## src/rtl/ysyx_22041412_fetch_buffer.sv

```systemverilog
// Instruction fetch front end: owns the fetch PC, requests 16-byte lines from the
// instruction cache, keeps the last line in a one-line buffer and slices it into a
// 2-entry decode queue. Define FETCH_PERF_EN to build the line-hit/stall counters.
module ysyx_22041412_fetch_buffer #(
    parameter logic [31:0] RESET_PC = 32'h8000_0000
) (
    input  logic         clk,
    input  logic         rst,
    input  logic         redirect_valid,
    input  logic [31:0]  redirect_pc,
    output logic         ic_valid,
    output logic [31:0]  ic_addr,
    input  logic [127:0] ic_data,
    input  logic         ic_ready,
    output logic         ic_read_valid,
    output logic         ic_read_clean,
    output logic         dec_valid,
    output logic [31:0]  dec_pc,
    output logic [31:0]  dec_inst,
    input  logic         dec_ready,
    output logic [63:0]  perf_lb_hit,
    output logic [63:0]  perf_stall
);
    localparam int unsigned QDEPTH = 2;

    typedef enum logic [1:0] {IDLE, REQ, ACK, SERVE} state_t;

    state_t        state, state_n;
    logic [31:0]   fetch_pc, fetch_pc_n;
    logic          kill, kill_n;
    logic          lb_valid;
    logic [27:0]   lb_tag;
    logic [127:0]  lb_data;
    logic [31:0]   q_pc   [QDEPTH];
    logic [31:0]   q_inst [QDEPTH];
    logic [1:0]    q_count;

    logic          lb_load_c, push_c, pop_c, flush_c, q_full_c, redir_hit_c;
    logic [31:0]   redir_pc_c, word_c;
    logic          unused_ok_c;

    assign redir_pc_c  = {redirect_pc[31:2], 2'b00};
    assign redir_hit_c = lb_valid && (lb_tag == redirect_pc[31:4]);
    assign word_c      = lb_data[{fetch_pc[3:2], 5'd0} +: 32];
    assign q_full_c    = (q_count == 2'(QDEPTH));
    assign flush_c     = redirect_valid;
    assign pop_c       = dec_valid && dec_ready;
    assign unused_ok_c = ^redirect_pc[1:0];

    assign dec_valid = (q_count != 2'd0);
    assign dec_pc    = q_pc[0];
    assign dec_inst  = q_inst[0];

    // State, fetch PC and kill flag registers
    always_ff @(posedge clk or posedge rst) begin
        if (rst) begin
            state    <= IDLE;
            fetch_pc <= RESET_PC;
            kill     <= 1'b0;
        end else begin
            state    <= state_n;
            fetch_pc <= fetch_pc_n;
            kill     <= kill_n;
        end
    end

    // Next-state, next fetch PC, line capture and queue push decisions
    always_comb begin
        state_n    = state;
        fetch_pc_n = fetch_pc;
        kill_n     = kill;
        lb_load_c  = 1'b0;
        push_c     = 1'b0;
        case (state)
            IDLE: begin
                state_n = REQ;
                if (redirect_valid) begin
                    fetch_pc_n = redir_pc_c;
                    if (redir_hit_c) state_n = SERVE;
                end
            end
            REQ: begin
                // An in-flight request is never withdrawn; a redirect only marks it dead.
                if (redirect_valid) begin
                    fetch_pc_n = redir_pc_c;
                    kill_n     = 1'b1;
                end
                if (ic_ready) begin
                    lb_load_c = 1'b1;
                    state_n   = ACK;
                end
            end
            ACK: begin
                kill_n = 1'b0;
                if (redirect_valid) fetch_pc_n = redir_pc_c;
                state_n = (lb_tag == fetch_pc_n[31:4]) ? SERVE : REQ;
            end
            SERVE: begin
                if (redirect_valid) begin
                    fetch_pc_n = redir_pc_c;
                    state_n    = redir_hit_c ? SERVE : REQ;
                end else if (!q_full_c) begin
                    push_c     = 1'b1;
                    fetch_pc_n = fetch_pc + 32'd4;
                    if (fetch_pc[3:2] == 2'b11) state_n = REQ;
                end
            end
            default: state_n = IDLE;
        endcase
    end

    // Registered cache request and acknowledge outputs
    always_ff @(posedge clk or posedge rst) begin
        if (rst) begin
            ic_valid      <= 1'b0;
            ic_addr       <= 32'd0;
            ic_read_valid <= 1'b0;
            ic_read_clean <= 1'b0;
        end else begin
            ic_valid      <= (state_n == REQ);
            if ((state_n == REQ) && (state != REQ)) ic_addr <= {fetch_pc_n[31:4], 4'b0000};
            ic_read_valid <= (state_n == ACK) && !kill_n;
            ic_read_clean <= (state_n == ACK) && kill_n;
        end
    end

    // One-line buffer, filled on every returned line (killed or not)
    always_ff @(posedge clk or posedge rst) begin
        if (rst) begin
            lb_valid <= 1'b0;
            lb_tag   <= 28'd0;
            lb_data  <= 128'd0;
        end else if (lb_load_c) begin
            lb_valid <= 1'b1;
            lb_tag   <= ic_addr[31:4];
            lb_data  <= ic_data;
        end
    end

    // Two-entry decode queue; entry 0 is the head seen by decode
    always_ff @(posedge clk or posedge rst) begin
        if (rst) begin
            q_count   <= 2'd0;
            q_pc[0]   <= 32'd0;
            q_pc[1]   <= 32'd0;
            q_inst[0] <= 32'd0;
            q_inst[1] <= 32'd0;
        end else if (flush_c) begin
            q_count <= 2'd0;
        end else begin
            case ({push_c, pop_c})
                2'b10: begin
                    if (q_count == 2'd0) begin
                        q_pc[0]   <= fetch_pc;
                        q_inst[0] <= word_c;
                    end else begin
                        q_pc[1]   <= fetch_pc;
                        q_inst[1] <= word_c;
                    end
                    q_count <= q_count + 2'd1;
                end
                2'b01: begin
                    q_pc[0]   <= q_pc[1];
                    q_inst[0] <= q_inst[1];
                    q_count   <= q_count - 2'd1;
                end
                2'b11: begin
                    if (q_count == 2'd1) begin
                        q_pc[0]   <= fetch_pc;
                        q_inst[0] <= word_c;
                    end else begin
                        q_pc[0]   <= q_pc[1];
                        q_inst[0] <= q_inst[1];
                        q_pc[1]   <= fetch_pc;
                        q_inst[1] <= word_c;
                    end
                end
                default: ;
            endcase
        end
    end

`ifdef FETCH_PERF_EN
    logic lb_hit_evt_c, stall_evt_c;

    assign lb_hit_evt_c = redirect_valid && redir_hit_c && ((state == IDLE) || (state == SERVE));
    assign stall_evt_c  = (state == SERVE) && q_full_c;

    // Line-buffer hit and queue-full stall counters
    always_ff @(posedge clk or posedge rst) begin
        if (rst) begin
            perf_lb_hit <= 64'd0;
            perf_stall  <= 64'd0;
        end else begin
            if (lb_hit_evt_c) perf_lb_hit <= perf_lb_hit + 64'd1;
            if (stall_evt_c)  perf_stall  <= perf_stall + 64'd1;
        end
    end
`else
    assign perf_lb_hit = 64'd0;
    assign perf_stall  = 64'd0;
`endif

endmodule

```

## config.mk

```make
export PLATFORM = sky130hd
export DESIGN_NAME = ysyx_22041412_fetch_buffer
export DESIGN_NICKNAME = d
export VERILOG_FILES = /design/src/rtl/ysyx_22041412_fetch_buffer.sv
export SDC_FILE = /design/constraint.sdc
export NUM_CORES = 1
export LEC_CHECK = 0
export CAP_MARGIN = 25
export CELL_PAD_IN_SITES_DETAIL_PLACEMENT = 1
export CELL_PAD_IN_SITES_GLOBAL_PLACEMENT = 2
export CORE_ASPECT_RATIO = 0.7
export CORE_MARGIN = 2
export CORE_UTILIZATION = 36
export DETAILED_ROUTE_END_ITERATION = 8
export GPL_TIMING_DRIVEN = 0
export PLACE_DENSITY_LB_ADDON = 0.1
export SETUP_SLACK_MARGIN = 0.1
export SLEW_MARGIN = 30
export SYNTH_ARGS = -nofsm -noshare
export SYNTH_HDL_FRONTEND = slang
export SYNTH_SLANG_ARGS = --single-unit
```

## constraint.sdc

```tcl
create_clock -name clk -period 24.2 [get_ports clk]
set_input_delay 2.42 -clock clk [delete_from_list [all_inputs] [get_ports clk]]
set_output_delay 2.42 -clock clk [all_outputs]
set_load 0.01 [all_outputs]
```

==> results of run 1 <==
==> registers in the layout, indices dropped and copies added (netlist names) <==
signal	cells
lb_data	128
dec_inst	32
q_inst	32
dec_pc	30
fetch_pc	30
q_pc	30
ic_addr	28
lb_tag	28
q_count	2
state	2
ic_read_clean	1
ic_read_valid	1
ic_valid	1
kill	1
lb_valid	1
==> cell type report <==
cell class | instances | share of cell area [%]
antenna | 5 | 0.0557
buffer | 264 | 7.91
multi-input combinational | 889 | 31.9
clock buffer | 51 | 4.72
tap | 612 | 3.41
clock inverter | 17 | 1.28
inverter | 10 | 0.200
timing repair buffer | 259 | 11.8
sequential | 347 | 38.7
==> metrics by stage <==
stage | setup WS, ps | util (%) | hold slack, ps | cells
2_1_floorplan | 12160 | - | 436 | 1510
3_3_place_gp | 7280 | 44.9 | 471 | 2377
3_5_place_dp | 18620 | 45.2 | 483 | 2381
4_1_cts | 19170 | 48.0 | 497 | 2449
5_1_grt | 18970 | 48.1 | 518 | 2452
6_report | 19130 | 48.1 | 492 | 2454
==> metal layers <==
metal / vias up / wire [um] / share of wire [%]
met2: 222 / 23900 / 47
met5: - / 11 / 0.021
met1: 5890 / 24000 / 47
met3: 47 / 2760 / 5.4
met4: 2 / 622 / 1.2
li1: 5322 / - / -
==> cell usage after synthesis (all sizes together) <==
cell type / instances
xnor2: 64
mux2: 244
a211oi: 1
o21bai: 1
nor4: 11
nand4: 13
ha: 9
conb: 1
dfrtp: 346
a21oi: 67
and3b: 1
xor2: 22
o21ai: 33
clkbuf: 50
and4: 4
nor2: 72
o31ai: 1
mux2i: 91
nand2b: 1
mux4: 32
inv: 10
nor3: 2
nor3b: 1
dfstp: 1
or3: 1
and2: 4
and3: 6
o211ai: 1
nand2: 53
o31a: 1
buf: 214
a31oi: 1
nand3: 15
nor2b: 3
==> critical path, stage by stage <==
cell,delay (ps)
clkdlybuf4s50_1,560
mux2i_1,120
xnor2_1,150
nor4_1,520
nand3_1,190
nor4_2,440
o21bai_1,210
nand4_4,290
buf_6,220
mux2_2,350
==> kinds of logic after synthesis <==
family	after synthesis	synth area share, %
muxes	367	25.5
DFF	347	50.6
buffers and inverters	274	10.6
and+or+nand+nor	187	5.07
AOI/OAI and AO/OA	106	3.21
xor gates and xnor gates	86	4.39
adders and majority gates	9	0.656
other	1	0.0218
==> where the power goes <==
part / switching [mW] / internal (mW)
Sequential: 0.165 / 0.846
Combinational: 0.496 / 0.637
Clock: 0.251 / 0.384
Total: 0.912 / 1.87
==> how the worst max path moves through the flow <==
| stage | end | slack [ps] | cells past startpoint |
|---|---|---|---|
| detailed placement | ic_addr[10]$_DFFE_PP0P_ | 18620 | 10 |
| floorplan | dec_inst[0]$_DFFE_PP0P_ | 12160 | 1 |
| finish | ic_addr[12]$_DFFE_PP0P_ | 19130 | 10 |
| global placement | dec_pc[21]$_DFFE_PP0P_ | 7280 | 2 |
| CTS | ic_addr[10]$_DFFE_PP0P_ | 19170 | 10 |
| global route | ic_addr[7]$_DFFE_PP0P_ | 18970 | 10 |
==> impl_results.html, run 1 <==
<table>
<tr><th>Metric</th><th>Value</th></tr>
<tr><th colspan="2">Outcome</th></tr>
<tr><td>Outcome</td><td>complete, no violations</td></tr>
<tr><th colspan="2">Synthesis</th></tr>
<tr><td>Synthesized flop and latch total</td><td>347</td></tr>
<tr><td>Library cell with the largest summed area after synthesis</td><td>dfrtp_1</td></tr>
<tr><td>Share of Yosys cell area claimed by the top area cell type</td><td>50.4%</td></tr>
<tr><td>Synthesized instance count</td><td>1377</td></tr>
<tr><td>Yosys warning total</td><td>0</td></tr>
<tr><td>Number of distinct library cells after synthesis</td><td>40</td></tr>
<tr><td>Synthesized area</td><td>17200 um2</td></tr>
<tr><td>Top cells by area in the synthesized netlist</td><td>dfrtp_1, mux2_2, buf_4</td></tr>
<tr><td>Share of the yosys chip area belonging to registers</td><td>50.6%</td></tr>
<tr><td>Mean cell area of the mapped netlist</td><td>12.5 um2</td></tr>
<tr><th colspan="2">CTS</th></tr>
<tr><td>Post-CTS Setup Inserts</td><td>0</td></tr>
<tr><td>Number of clock buffers inserted by TritonCTS</td><td>38</td></tr>
<tr><td>Clock tree from TritonCTS</td><td>yes</td></tr>
<tr><td>Total number of clock tree sinks</td><td>347</td></tr>
<tr><td>Clk Latency, worst-skew pair</td><td>550 ps</td></tr>
<tr><td>Max H-tree Level</td><td>2</td></tr>
<tr><td>Clock-pin slew on the worst setup and hold paths</td><td>60 ps</td></tr>
<tr><td>CTS hold repair buffers</td><td>0</td></tr>
<tr><td>Max Root-Sink Buffers</td><td>3</td></tr>
<tr><td>Gates resized, CTS repair</td><td>0</td></tr>
<tr><td>Clock tree root driver cell</td><td>clkbuf_16</td></tr>
<tr><th colspan="2">Floorplan</th></tr>
<tr><td>Number of rows created at floorplan</td><td>66</td></tr>
<tr><td>Die ar.</td><td>49500 um2</td></tr>
<tr><td>Core area</td><td>46700 um2</td></tr>
<tr><td>Starting Density</td><td>36.7%</td></tr>
<tr><td>Chip Width</td><td>265 um</td></tr>
<tr><td>Top-level I/O count</td><td>393</td></tr>
<tr><td>Die outline height</td><td>187 um</td></tr>
<tr><th colspan="2">Finish</th></tr>
<tr><td>Sequential cell area</td><td>8680 um2</td></tr>
<tr><td>Post-synthesis to final-layout area growth</td><td>30.9%</td></tr>
<tr><td>Most common cell after layout, fill and taps aside</td><td>dfrtp_1</td></tr>
<tr><td>Final-layout fill cell count</td><td>4964</td></tr>
<tr><td>Multi-input gate area</td><td>7170 um2</td></tr>
<tr><td>Most used cells in the layout excluding fill and tap cells</td><td>dfrtp_1, clkdlybuf4s50_1, mux2_2</td></tr>
<tr><td>Proportion of layout cells with a drive suffix above 1</td><td>30.3%</td></tr>
<tr><td>Layout net count</td><td>1983</td></tr>
<tr><td>Area of all placed cells without fillers</td><td>22500 um2</td></tr>
<tr><th colspan="2">Global route</th></tr>
<tr><td>Routing usage on met3</td><td>3.85%</td></tr>
<tr><td>Sum of overflow across all layers after global routing</td><td>0</td></tr>
<tr><td>Wire length of the first global-routing pass</td><td>78100 um</td></tr>
<tr><td>GRT Overall Usage</td><td>20.9%</td></tr>
<tr><td>Initial antenna violation count</td><td>9</td></tr>
<tr><td>Routing usage on met2</td><td>33.0%</td></tr>
<tr><td>Layer with the highest usage</td><td>met2</td></tr>
<tr><td>Pin count of the biggest net entering global routing</td><td>91</td></tr>
<tr><td>Via count of the first global-routing pass</td><td>12300</td></tr>
<tr><td>Global-route met1 utilization</td><td>30.1%</td></tr>
<tr><th colspan="2">Routing</th></tr>
<tr><td>Initial DRT Pass Iterations</td><td>4</td></tr>
<tr><td>Remaining antenna violation count after routing</td><td>0</td></tr>
<tr><td>Drc violations</td><td>0</td></tr>
<tr><td>Total via count after detailed routing</td><td>11500</td></tr>
<tr><td>Average vias per placed instance</td><td>4.68</td></tr>
<tr><td>Routed wire length per instance</td><td>20.9 um</td></tr>
<tr><td>Routed WL</td><td>51300 um</td></tr>
<tr><td>Detailed Route Iter0 Violations</td><td>527</td></tr>
<tr><th colspan="2">Critical path</th></tr>
<tr><td>Critical path capture point type</td><td>flop</td></tr>
<tr><td>Maximum fanout along the worst path</td><td>10</td></tr>
<tr><td>CP required</td><td>24610 ps</td></tr>
<tr><td>R2r worst-path depth</td><td>9</td></tr>
<tr><td>Worst Path Arrival</td><td>5490 ps</td></tr>
<tr><td>Endpoint of the most critical register-to-register path</td><td>dec_pc[21]$_DFFE_PP0P_</td></tr>
<tr><td>Worst r2r src</td><td>state[1]$_DFF_PP0_</td></tr>
<tr><td>Internal reg-to-reg setup slack</td><td>20240 ps</td></tr>
<tr><td>Origin of the worst setup path</td><td>redirect_pc[8]</td></tr>
<tr><td>Startpoint type of the worst setup path</td><td>input pin</td></tr>
<tr><td>Worst Setup Path Type</td><td>input pin to flop</td></tr>
<tr><th colspan="2">STA</th></tr>
<tr><td>Fmax</td><td>197 MHz</td></tr>
<tr><td>Time the final worst path needs with I/O delays and setup</td><td>5070 ps</td></tr>
<tr><td>Slew of the pin with the lowest slew margin</td><td>993 ps</td></tr>
<tr><td>Clock skew after layout</td><td>20.6 ps</td></tr>
<tr><td>Endpoints failing setup</td><td>0</td></tr>
<tr><td>Hold Fails Final Rpt</td><td>0</td></tr>
<tr><td>Setup repair after global routing missed its margin</td><td>false</td></tr>
<tr><td>Final total negative setup slack</td><td>0 ps</td></tr>
<tr><td>Final clock period utilization by the worst path</td><td>21.0%</td></tr>
<tr><td>Final Max Slew Viols</td><td>0</td></tr>
<tr><td>Normalized max-slew margin</td><td>33.8%</td></tr>
<tr><th colspan="2">Placed design</th></tr>
<tr><td>Cell Area, Placed</td><td>21100 um2</td></tr>
<tr><td>Weighted congestion reported at the end of routability-driven placement</td><td>0.842</td></tr>
<tr><td>Placed wire-length estimate after detailed placement</td><td>38500 um</td></tr>
<tr><td>Port Buffer Count</td><td>255</td></tr>
<tr><th colspan="2">Min path</th></tr>
<tr><td>Startpoint of the worst hold path</td><td>q_pc[19]$_DFFE_PP0P_</td></tr>
<tr><td>Hold Path Class</td><td>flop to flop</td></tr>
<tr><td>Hold-critical path depth</td><td>2</td></tr>
<tr><td>Destination of the worst hold path</td><td>q_pc[19]$_DFFE_PP0P_</td></tr>
<tr><th colspan="2">Pwr</th></tr>
<tr><td>Maximum vdd ir drop</td><td>0.0000498 V</td></tr>
<tr><td>Post-layout power</td><td>2.78 mW</td></tr>
<tr><td>Power density over the cells</td><td>124 nW/um2</td></tr>
<tr><td>Static power due to leakage</td><td>9.89 nW</td></tr>
<tr><th colspan="2">Run</th></tr>
<tr><td>Number of maximum-capacitance violations</td><td>0</td></tr>
</table>
Power figures use the tool's default switching activity.
==> run 2: changes to the inputs <==
--- a/config.mk
+++ b/config.mk
@@ -10,7 +10,7 @@
 export CELL_PAD_IN_SITES_GLOBAL_PLACEMENT = 2
 export CORE_ASPECT_RATIO = 0.7
 export CORE_MARGIN = 2
-export CORE_UTILIZATION = 36
+export CORE_UTILIZATION = 33
 export DETAILED_ROUTE_END_ITERATION = 8
 export GPL_TIMING_DRIVEN = 0
 export PLACE_DENSITY_LB_ADDON = 0.1
==> constraint.sdc (replaced) <==
create_clock -name clk -period 5 [get_ports clk]
set_input_delay 0.5 -clock clk [delete_from_list [all_inputs] [get_ports clk]]
set_output_delay 0.5 -clock clk [all_outputs]
set_load 0.01 [all_outputs]
==> impl_results.html, run 2 (synthesis results as in run 1) <==
<table>
<tr><th>Metric</th><th>Value</th></tr>
<tr><th colspan="2">Finish</th></tr>
<tr><td>Register with the most flip-flops</td><td>lb_data</td></tr>
<tr><td>Proportion of layout cells with a drive suffix above 1</td><td>30.8%</td></tr>
<tr><td>Post-synthesis to final-layout area growth</td><td>32.2%</td></tr>
<tr><td>Max reg flops</td><td>128</td></tr>
<tr><td>Area of all placed cells without fillers</td><td>22700 um2</td></tr>
<tr><td>Final core utilization</td><td>44.5%</td></tr>
<tr><td>Most common cell after layout, fill and taps aside</td><td>dfrtp_1</td></tr>
<tr><td>Count of placed standard cells in the final layout, fillers left out</td><td>2525</td></tr>
<tr><td>Layout net count</td><td>1995</td></tr>
<tr><td>Most used cells in the layout excluding fill and tap cells</td><td>dfrtp_1, clkdlybuf4s50_1, mux2_2</td></tr>
<tr><th colspan="2">Floorplan</th></tr>
<tr><td>Chip Width</td><td>277 um</td></tr>
<tr><td>Top-level I/O count</td><td>393</td></tr>
<tr><td>Starting Density</td><td>33.6%</td></tr>
<tr><td>Number of rows created at floorplan</td><td>69</td></tr>
<tr><td>Core area</td><td>51000 um2</td></tr>
<tr><td>Die ar.</td><td>53900 um2</td></tr>
<tr><td>Die outline height</td><td>195 um</td></tr>
<tr><th colspan="2">Placed design</th></tr>
<tr><td>Cell Area, Placed</td><td>21400 um2</td></tr>
<tr><td>Port Buffer Count</td><td>255</td></tr>
<tr><td>Weighted congestion reported at the end of routability-driven placement</td><td>0.828</td></tr>
<tr><td>Placed wire-length estimate after detailed placement</td><td>40200 um</td></tr>
<tr><td>Placed insts</td><td>2453</td></tr>
<tr><td>Minimum setup slack after placement</td><td>735 ps</td></tr>
<tr><th colspan="2">STA</th></tr>
<tr><td>Worst hold slack</td><td>284 ps</td></tr>
<tr><td>Clock skew after layout</td><td>16.3 ps</td></tr>
<tr><td>Slew of the pin with the lowest slew margin</td><td>960 ps</td></tr>
<tr><td>Final clock period utilization by the worst path</td><td>82.9%</td></tr>
<tr><td>Time the final worst path needs with I/O delays and setup</td><td>4140 ps</td></tr>
<tr><td>Fmax</td><td>241 MHz</td></tr>
<tr><td>Final Max Slew Viols</td><td>0</td></tr>
<tr><td>Setup repair after global routing missed its margin</td><td>false</td></tr>
<tr><td>Hold Fails Final Rpt</td><td>0</td></tr>
<tr><td>Normalized max-slew margin</td><td>36.0%</td></tr>
<tr><td>Endpoints failing setup</td><td>0</td></tr>
<tr><td>Least setup slack across all paths after layout</td><td>856 ps</td></tr>
<tr><th colspan="2">CTS</th></tr>
<tr><td>Max Root-Sink Buffers</td><td>3</td></tr>
<tr><td>Post-CTS Setup Inserts</td><td>0</td></tr>
<tr><td>Clock tree from TritonCTS</td><td>yes</td></tr>
<tr><td>Number of clock buffers inserted by TritonCTS</td><td>40</td></tr>
<tr><td>Clk Latency, worst-skew pair</td><td>540 ps</td></tr>
<tr><td>Clock tree root driver cell</td><td>clkbuf_16</td></tr>
<tr><td>Gates resized, CTS repair</td><td>0</td></tr>
<tr><td>CTS hold repair buffers</td><td>0</td></tr>
<tr><td>Max H-tree Level</td><td>2</td></tr>
<tr><td>Total number of clock tree sinks</td><td>347</td></tr>
<tr><td>Clock-pin slew on the worst setup and hold paths</td><td>60 ps</td></tr>
<tr><th colspan="2">Pwr</th></tr>
<tr><td>Share of total power in sequential cells</td><td>36.6%</td></tr>
<tr><td>P_int</td><td>8.95 mW</td></tr>
<tr><td>Net Sw Power</td><td>4.42 mW</td></tr>
<tr><td>Power density over the cells</td><td>589 nW/um2</td></tr>
<tr><td>Portion of total power attributed to combinational logic</td><td>41.3%</td></tr>
<tr><td>Maximum vdd ir drop</td><td>0.000245 V</td></tr>
<tr><td>Proportion of total power due to net switching</td><td>33.1%</td></tr>
<tr><td>Clk pwr share</td><td>22.0%</td></tr>
<tr><td>Static power due to leakage</td><td>9.95 nW</td></tr>
<tr><th colspan="2">Critical path</th></tr>
<tr><td>Startpoint type of the worst setup path</td><td>flop</td></tr>
<tr><td>R2r worst-path depth</td><td>9</td></tr>
<tr><td>Worst r2r src</td><td>state[1]$_DFF_PP0_</td></tr>
<tr><td>CP cell instances</td><td>ha_1, clkbuf_1, nor2b_1, clkbuf_1, nand2_1, a21oi_2, clkbuf_1, clkbuf_1, a21oi_1</td></tr>
<tr><td>CP required</td><td>5370 ps</td></tr>
<tr><td>Buffer and inverter count on the worst path</td><td>4</td></tr>
<tr><td>Internal reg-to-reg setup slack</td><td>860 ps</td></tr>
<tr><td>CP most frequent cell</td><td>clkbuf_1</td></tr>
<tr><td>Critical path capture point type</td><td>flop</td></tr>
<tr><td>Worst Setup Path Type</td><td>flop to flop</td></tr>
<tr><td>Maximum fanout along the worst path</td><td>10</td></tr>
<tr><td>Capturing instance or port of the critical path</td><td>dec_pc[27]$_DFFE_PP0P_</td></tr>
<tr><td>Family with the most delay on the worst path</td><td>buffers and inverters</td></tr>
<tr><td>Stage delay of the slowest cell on the critical path</td><td>680 ps</td></tr>
<tr><td>Endpoint of the most critical register-to-register path</td><td>dec_pc[27]$_DFFE_PP0P_</td></tr>
<tr><td>Origin of the worst setup path</td><td>state[1]$_DFF_PP0_</td></tr>
<tr><td>Worst Path Arrival</td><td>4510 ps</td></tr>
<tr><td>Standard cell with the maximum stage delay on the critical path</td><td>clkbuf_1</td></tr>
<tr><td>Number of gates on the worst path with buffers counted</td><td>9</td></tr>
<tr><th colspan="2">Routing</th></tr>
<tr><td>Detailed Route Iter0 Violations</td><td>501</td></tr>
<tr><td>Average vias per placed instance</td><td>4.57</td></tr>
<tr><td>Remaining antenna violation count after routing</td><td>0</td></tr>
<tr><td>Drc violations</td><td>0</td></tr>
<tr><td>Routed WL</td><td>52800 um</td></tr>
<tr><td>Initial DRT Pass Iterations</td><td>5</td></tr>
<tr><td>Total via count after detailed routing</td><td>11500</td></tr>
<tr><td>Routed wire length per instance</td><td>20.9 um</td></tr>
<tr><th colspan="2">Global route</th></tr>
<tr><td>Wire length of the first global-routing pass</td><td>79500 um</td></tr>
<tr><td>Sum of overflow across all layers after global routing</td><td>0</td></tr>
<tr><td>Initial antenna violation count</td><td>5</td></tr>
<tr><td>Via count of the first global-routing pass</td><td>12400</td></tr>
<tr><td>GRT Overall Usage</td><td>19.6%</td></tr>
<tr><td>Pin count of the biggest net entering global routing</td><td>29</td></tr>
<tr><th colspan="2">Outcome</th></tr>
<tr><td>Outcome</td><td>complete, no violations</td></tr>
<tr><th colspan="2">Run</th></tr>
<tr><td>Number of maximum-capacitance violations</td><td>0</td></tr>
<tr><th colspan="2">Min path</th></tr>
<tr><td>Hold Path Class</td><td>input pin to async pin</td></tr>
</table>
-- run 2: how the worst min path moves through the flow --
stage / from / to / slack [ps] / depth (start not counted)
floorplan: lb_valid$_DFFE_PP0P_ / lb_valid$_DFFE_PP0P_ / 440 / 1
global placement: q_pc[27]$_DFFE_PP0P_ / q_pc[27]$_DFFE_PP0P_ / 470 / 2
detailed placement: q_pc[19]$_DFFE_PP0P_ / q_pc[19]$_DFFE_PP0P_ / 480 / 2
CTS: rst / q_inst[20]$_DFFE_PP0P_ / 260 / 2
global route: rst / q_inst[20]$_DFFE_PP0P_ / 280 / 2
finish: rst / q_inst[20]$_DFFE_PP0P_ / 280 / 2
-- run 2: cell type report --
type / count / area, um2
Timing Repair Buffer: 269 / 2850
Antenna cell: 3 / 7.51
Clock inverter: 10 / 110
Sequential cell: 347 / 8680
Multi-Input combinational cell: 889 / 7180
Buffer: 264 / 1780
Fill cell: 5436 / 28300
Inverter: 10 / 41.3
Tap cell: 674 / 843
Clock buffer: 59 / 1190
-- run 2: worst reg2reg max path, cell delays in order, from the launching register on --
cell and delay, ps:
dfrtp_1 450, ha_1 250, clkbuf_1 510, nor2b_1 210, clkbuf_1 410, nand2_1 140, a21oi_2 590, clkbuf_1 680
clkbuf_1 590, a21oi_1 160
-- run 2: metrics by stage --
| step | setup TNS, ps | total power, mW |
|---|---|---|
| finish | 0 | 13.4 |
| global route | 0 | 14.2 |
| CTS | 0 | 13.5 |
| detailed placement | 0 | 10.5 |
| global placement | -989960 | 10.3 |
| floorplan | -49700 | 8.32 |
-- run 2: power groups by stage --
stage	sequential, mW	combinational (mW)	clock [mW]
floorplan	4.72	3.60	0
global placement	4.89	5.43	0
detailed placement	4.95	5.57	0
CTS	4.91	5.61	3.04
global route	5.06	5.99	3.16
finish	4.89	5.52	2.95
-- run 2: routing by layer --
layer | GRT usage, % | part of all wire [%]
met4 | 3.48 | 1.3
met1 | 28.0 | 48
met2 | 31.1 | 46
met5 | 0 | 0.057
met3 | 3.92 | 4.2
==> variant 1, RTL diff (settings of run 1) <==
The 4 states of `state_t` get a one-hot encoding in 4 bits.
--- a/src/rtl/ysyx_22041412_fetch_buffer.sv
+++ b/src/rtl/ysyx_22041412_fetch_buffer.sv
@@ -23,7 +23,7 @@
 );
     localparam int unsigned QDEPTH = 2;
 
-    typedef enum logic [1:0] {IDLE, REQ, ACK, SERVE} state_t;
+    typedef enum logic [3:0] {IDLE = 4'b0001, REQ = 4'b0010, ACK = 4'b0100, SERVE = 4'b1000} state_t;
 
     state_t        state, state_n;
     logic [31:0]   fetch_pc, fetch_pc_n;
Behaviour: same outputs for any inputs over 4 cycles, from zero or initial values and one cycle with rst high; so few cycles prove little.
==> variant 1 against run 1 <==
- worst hold slack worse by 0.014 ns
- wire length up 8.4%
- combinational power down 24%
- sequential power down 9%
- sequential cell count up 2
- worst setup slack better by 0.31 ns
- clock power down 6.1%
- cell area up 2.1%
- synthesized area up 2.9%
- via count up 7.8%
- total power down 14%
- fmax up 6.5%
==> variant 1: results (changes against run 1) <==
.. list-table::
   :header-rows: 1

   * - Metric
     - Value
   * - Worst hold margin
     - 0.4774 ns (was 0.4918 ns)
   * - Flop pwr share
     - 38.7% (was 36.4%)
   * - Adder-cell area share of the yosys netlist
     - 0.2832% (was 0.6560%)
   * - Number of different library cells in the post-synthesis netlist
     - 66 (was 40)
   * - Total clock network power
     - 0.596 mW (was 0.635 mW)
   * - Met1 WL
     - 26260 um (was 23980 um)
   * - Pre-antenna DRT Iters
     - 5 (was 4)
   * - Largest net degree at the start of global routing
     - 92 (was 91)
   * - Setup Skew
     - 0.02009 ns (was 0.02061 ns)
   * - Setup Slack @ Placement
     - 18.96 ns (was 18.62 ns)
   * - Fill cells
     - 5147 (was 4964)
   * - Xor/xnor cell area share of the yosys netlist
     - 2.924% (was 4.388%)
   * - Run status
     - completed (unchanged)
   * - Global-route met1 utilization
     - 32.28% (was 30.11%)
   * - Overall global routing resource usage
     - 21.95% (was 20.89%)
   * - Power Internal
     - 1.569 mW (was 1.868 mW)
   * - Routed vias
     - 12380 (was 11480)
   * - Clock insertion delay at the later pin of the skew report
     - 0.53 ns (was 0.55 ns)
   * - Global routing met2 resource utilization
     - 33.64% (was 33.02%)
   * - Hold path cells
     - 1 (was 2)
   * - Routed met3 length
     - 3449 um (was 2755 um)
   * - Min Tclk post-route
     - 4.763 ns (was 5.074 ns)
   * - Largest vdd supply drop
     - 0.04184 mV (was 0.04982 mV)
   * - Worst hold path startpoint
     - lb_valid (was q_pc[19])
   * - Number of DRC markers after the initial detailed-route iteration
     - 639 (was 527)
   * - Filler-free cell count of the finished design
     - 2558 (was 2454)
   * - Sequential fraction of the synthesis area
     - 49.43% (was 50.59%)
   * - Endpoint arrival time on the critical path
     - 5.19 ns (was 5.49 ns)
   * - Initial antenna violation count
     - 4 (was 9)
   * - Crit. Startpoint
     - redirect_pc[18] (was redirect_pc[8])
   * - Worst R2R End
     - ic_addr[19] (was dec_pc[21])
   * - Cell area after placement
     - 21670 um^2 (was 21110 um^2)
   * - Most area-consuming cells after synthesis
     - sky130_fd_sc_hd__dfrtp_1 49%, sky130_fd_sc_hd__mux2_2 15%, sky130_fd_sc_hd__buf_4 8.5% (was sky130_fd_sc_hd__dfrtp_1 50%, sky130_fd_sc_hd__mux2_2 16%, sky130_fd_sc_hd__buf_4 8.6%)
## variant 1: layout make-up
type	instances	area, um^2	share of cell area (%)
Multi-Input combinational cell	942	7507	32.72
Timing Repair Buffer	260	2670	11.64
Sequential cell	349	8736	38.07
Clock buffer	58	1170	5.099
Buffer	275	1902	8.289
Clock inverter	8	93.84	0.4090
Antenna cell	2	5.005	0.02181
Tap cell	655	819.5	3.572
Inverter	9	41.29	0.1800
## variant 1: worst max-delay path, stage by stage
cell and delay [ns]:
sky130_fd_sc_hd__clkdlybuf4s50_1 0.53, sky130_fd_sc_hd__xor2_1 0.22, sky130_fd_sc_hd__nor4_1 0.59, sky130_fd_sc_hd__nand4_1 0.17, sky130_fd_sc_hd__nor4_1 0.47, sky130_fd_sc_hd__o21ai_1 0.16
sky130_fd_sc_hd__buf_2 0.27, sky130_fd_sc_hd__mux2_1 0.34
==> variant 2, RTL diff (config.mk and constraints of run 1) <==
Without the edit above. The parameter `RESET_PC` goes from 32'h8000_0000 to 32'h60000000.
--- a/src/rtl/ysyx_22041412_fetch_buffer.sv
+++ b/src/rtl/ysyx_22041412_fetch_buffer.sv
@@ -2,7 +2,7 @@
 // instruction cache, keeps the last line in a one-line buffer and slices it into a
 // 2-entry decode queue. Define FETCH_PERF_EN to build the line-hit/stall counters.
 module ysyx_22041412_fetch_buffer #(
-    parameter logic [31:0] RESET_PC = 32'h8000_0000
+    parameter logic [31:0] RESET_PC = 32'h60000000
 ) (
     input  logic         clk,
     input  logic         rst,
Behaviour: not the same (Yosys sat finds a counterexample within 4 cycles, from zero or initial values and one cycle with rst high).
==> variant 2 against run 1 <==
- wire length up 0.11%
- sequential cell count unchanged
- total power shrank 0.79%
- cell area fell by 0.27%
- die area about the same
- synthesized cell count is the same
- worst setup slack worse by 0.086 ns
- synthesized area about the same
- critical path type unchanged
- largest power group unchanged
==> variant 2: results (changes against run 1) <==
.. list-table::
   :header-rows: 1

   * - Metric
     - Value
   * - Run status
     - completed (unchanged)
   * - Overall global routing resource usage
     - 20.98% (was 20.89%)
   * - Endpoint arrival time on the critical path
     - 5.57 ns (was 5.49 ns)
   * - Global routing met3 resource utilization
     - 4.447% (was 3.853%)
   * - Worst R2R End
     - dec_pc[27] (was dec_pc[21])
   * - Setup Skew
     - 0.01214 ns (was 0.02061 ns)
   * - Share of the synthesized area in compound gates (AO/OA/AOI/OAI)
     - 3.207% (about the same)
   * - Sequential fraction of the synthesis area
     - 50.59% (about the same)
   * - Cell area after placement
     - 21110 um^2 (about the same)
   * - Power Internal
     - 1.853 mW (was 1.868 mW)
   * - Routed vias
     - 11530 (was 11480)
   * - Headroom to the max-slew limit
     - 37.85% (was 33.80%)
   * - Wire length of the first global-routing pass
     - 78440 um (was 78070 um)
   * - Total length of routed wires
     - 51370 um (was 51310 um)
   * - Initial antenna violation count
     - 5 (was 9)
   * - Largest net degree at the start of global routing
     - 90 (was 91)
   * - Fill cells
     - 4953 (was 4964)
   * - Most instantiated cells after synthesis
     - 345 x sky130_fd_sc_hd__dfrtp_1, 243 x sky130_fd_sc_hd__mux2_2, 196 x sky130_fd_sc_hd__buf_4 (was 346 x sky130_fd_sc_hd__dfrtp_1, 243 x sky130_fd_sc_hd__mux2_2, 196 x sky130_fd_sc_hd__buf_4)
   * - Proportion of synthesized area in mux cells
     - 25.51% (about the same)
   * - Top cell type's share of synthesized area
     - 50.29% (was 50.44%)
   * - Global-route met1 utilization
     - 29.95% (was 30.11%)
   * - Adder-cell area share of the yosys netlist
     - 0.6559% (was 0.6560%)
   * - Vias per inst
     - 4.708 (was 4.679)
   * - Setup Slack @ Placement
     - 18.51 ns (was 18.62 ns)
   * - Cell leakage power
     - 9.852 nW (was 9.886 nW)
   * - HPWL reported at the end of detailed placement
     - 38660 um (was 38470 um)
   * - Min Tclk post-route
     - 5.159 ns (was 5.074 ns)
   * - Met1 WL
     - 24100 um (was 23980 um)
   * - Final Instance Area
     - 22410 um^2 (was 22470 um^2)
   * - Clock insertion delay at the later pin of the skew report
     - 0.53 ns (was 0.55 ns)
   * - Detailed route wirelength on metal2
     - 23610 um (was 23940 um)
   * - Global routing met2 resource utilization
     - 33.09% (was 33.02%)
   * - CP Capture Point
     - ic_addr[15] (was ic_addr[12])
   * - Routability cong.
     - 0.8562 (was 0.8419)
   * - Startpoint of the worst register-to-register path
     - state[1] (unchanged)
   * - Share of final-layout standard cells stronger than drive strength 1
     - 30.29% (was 30.32%)
   * - Worst setup slack for register-to-register paths
     - 20.22 ns (was 20.24 ns)
   * - Flop pwr share
     - 36.6% (was 36.4%)
   * - Xor/xnor cell area share of the yosys netlist
     - 4.387% (was 4.388%)
   * - Largest vdd supply drop
     - 0.05018 mV (was 0.04982 mV)
   * - Most area-consuming cells after synthesis
     - sky130_fd_sc_hd__dfrtp_1 50%, sky130_fd_sc_hd__mux2_2 16%, sky130_fd_sc_hd__buf_4 8.6% (unchanged)
   * - Number of DRC markers after the initial detailed-route iteration
     - 455 (was 527)
## variant 2: changes by cell type after synthesis, sizes merged
cell	change
dfstp	+1
dfrtp	-1
## variant 2: worst min-delay path by stage
stage / start / endpoint / slack [ns] / cells past startpoint
floorplan: lb_valid / lb_valid / 0.44 / 1
detailed placement: q_pc[19] / q_pc[19] / 0.48 / 2
global placement: q_pc[27] / q_pc[27] / 0.47 / 2
CTS: q_pc[19] / q_pc[19] / 0.50 / 2
global route: q_inst[27] / q_inst[27] / 0.52 / 1
finish: q_pc[19] / q_pc[19] / 0.50 / 2
## variant 2: cell type report
type | count | share of cell area, %
Antenna cell | 4 | 0.04467
Buffer | 264 | 7.946
Clock buffer | 55 | 4.936
Clock inverter | 8 | 0.7706
Inverter | 10 | 0.2010
Multi-Input combinational cell | 889 | 32.04
Sequential cell | 347 | 38.76
Tap cell | 612 | 3.417
Timing Repair Buffer | 259 | 11.88
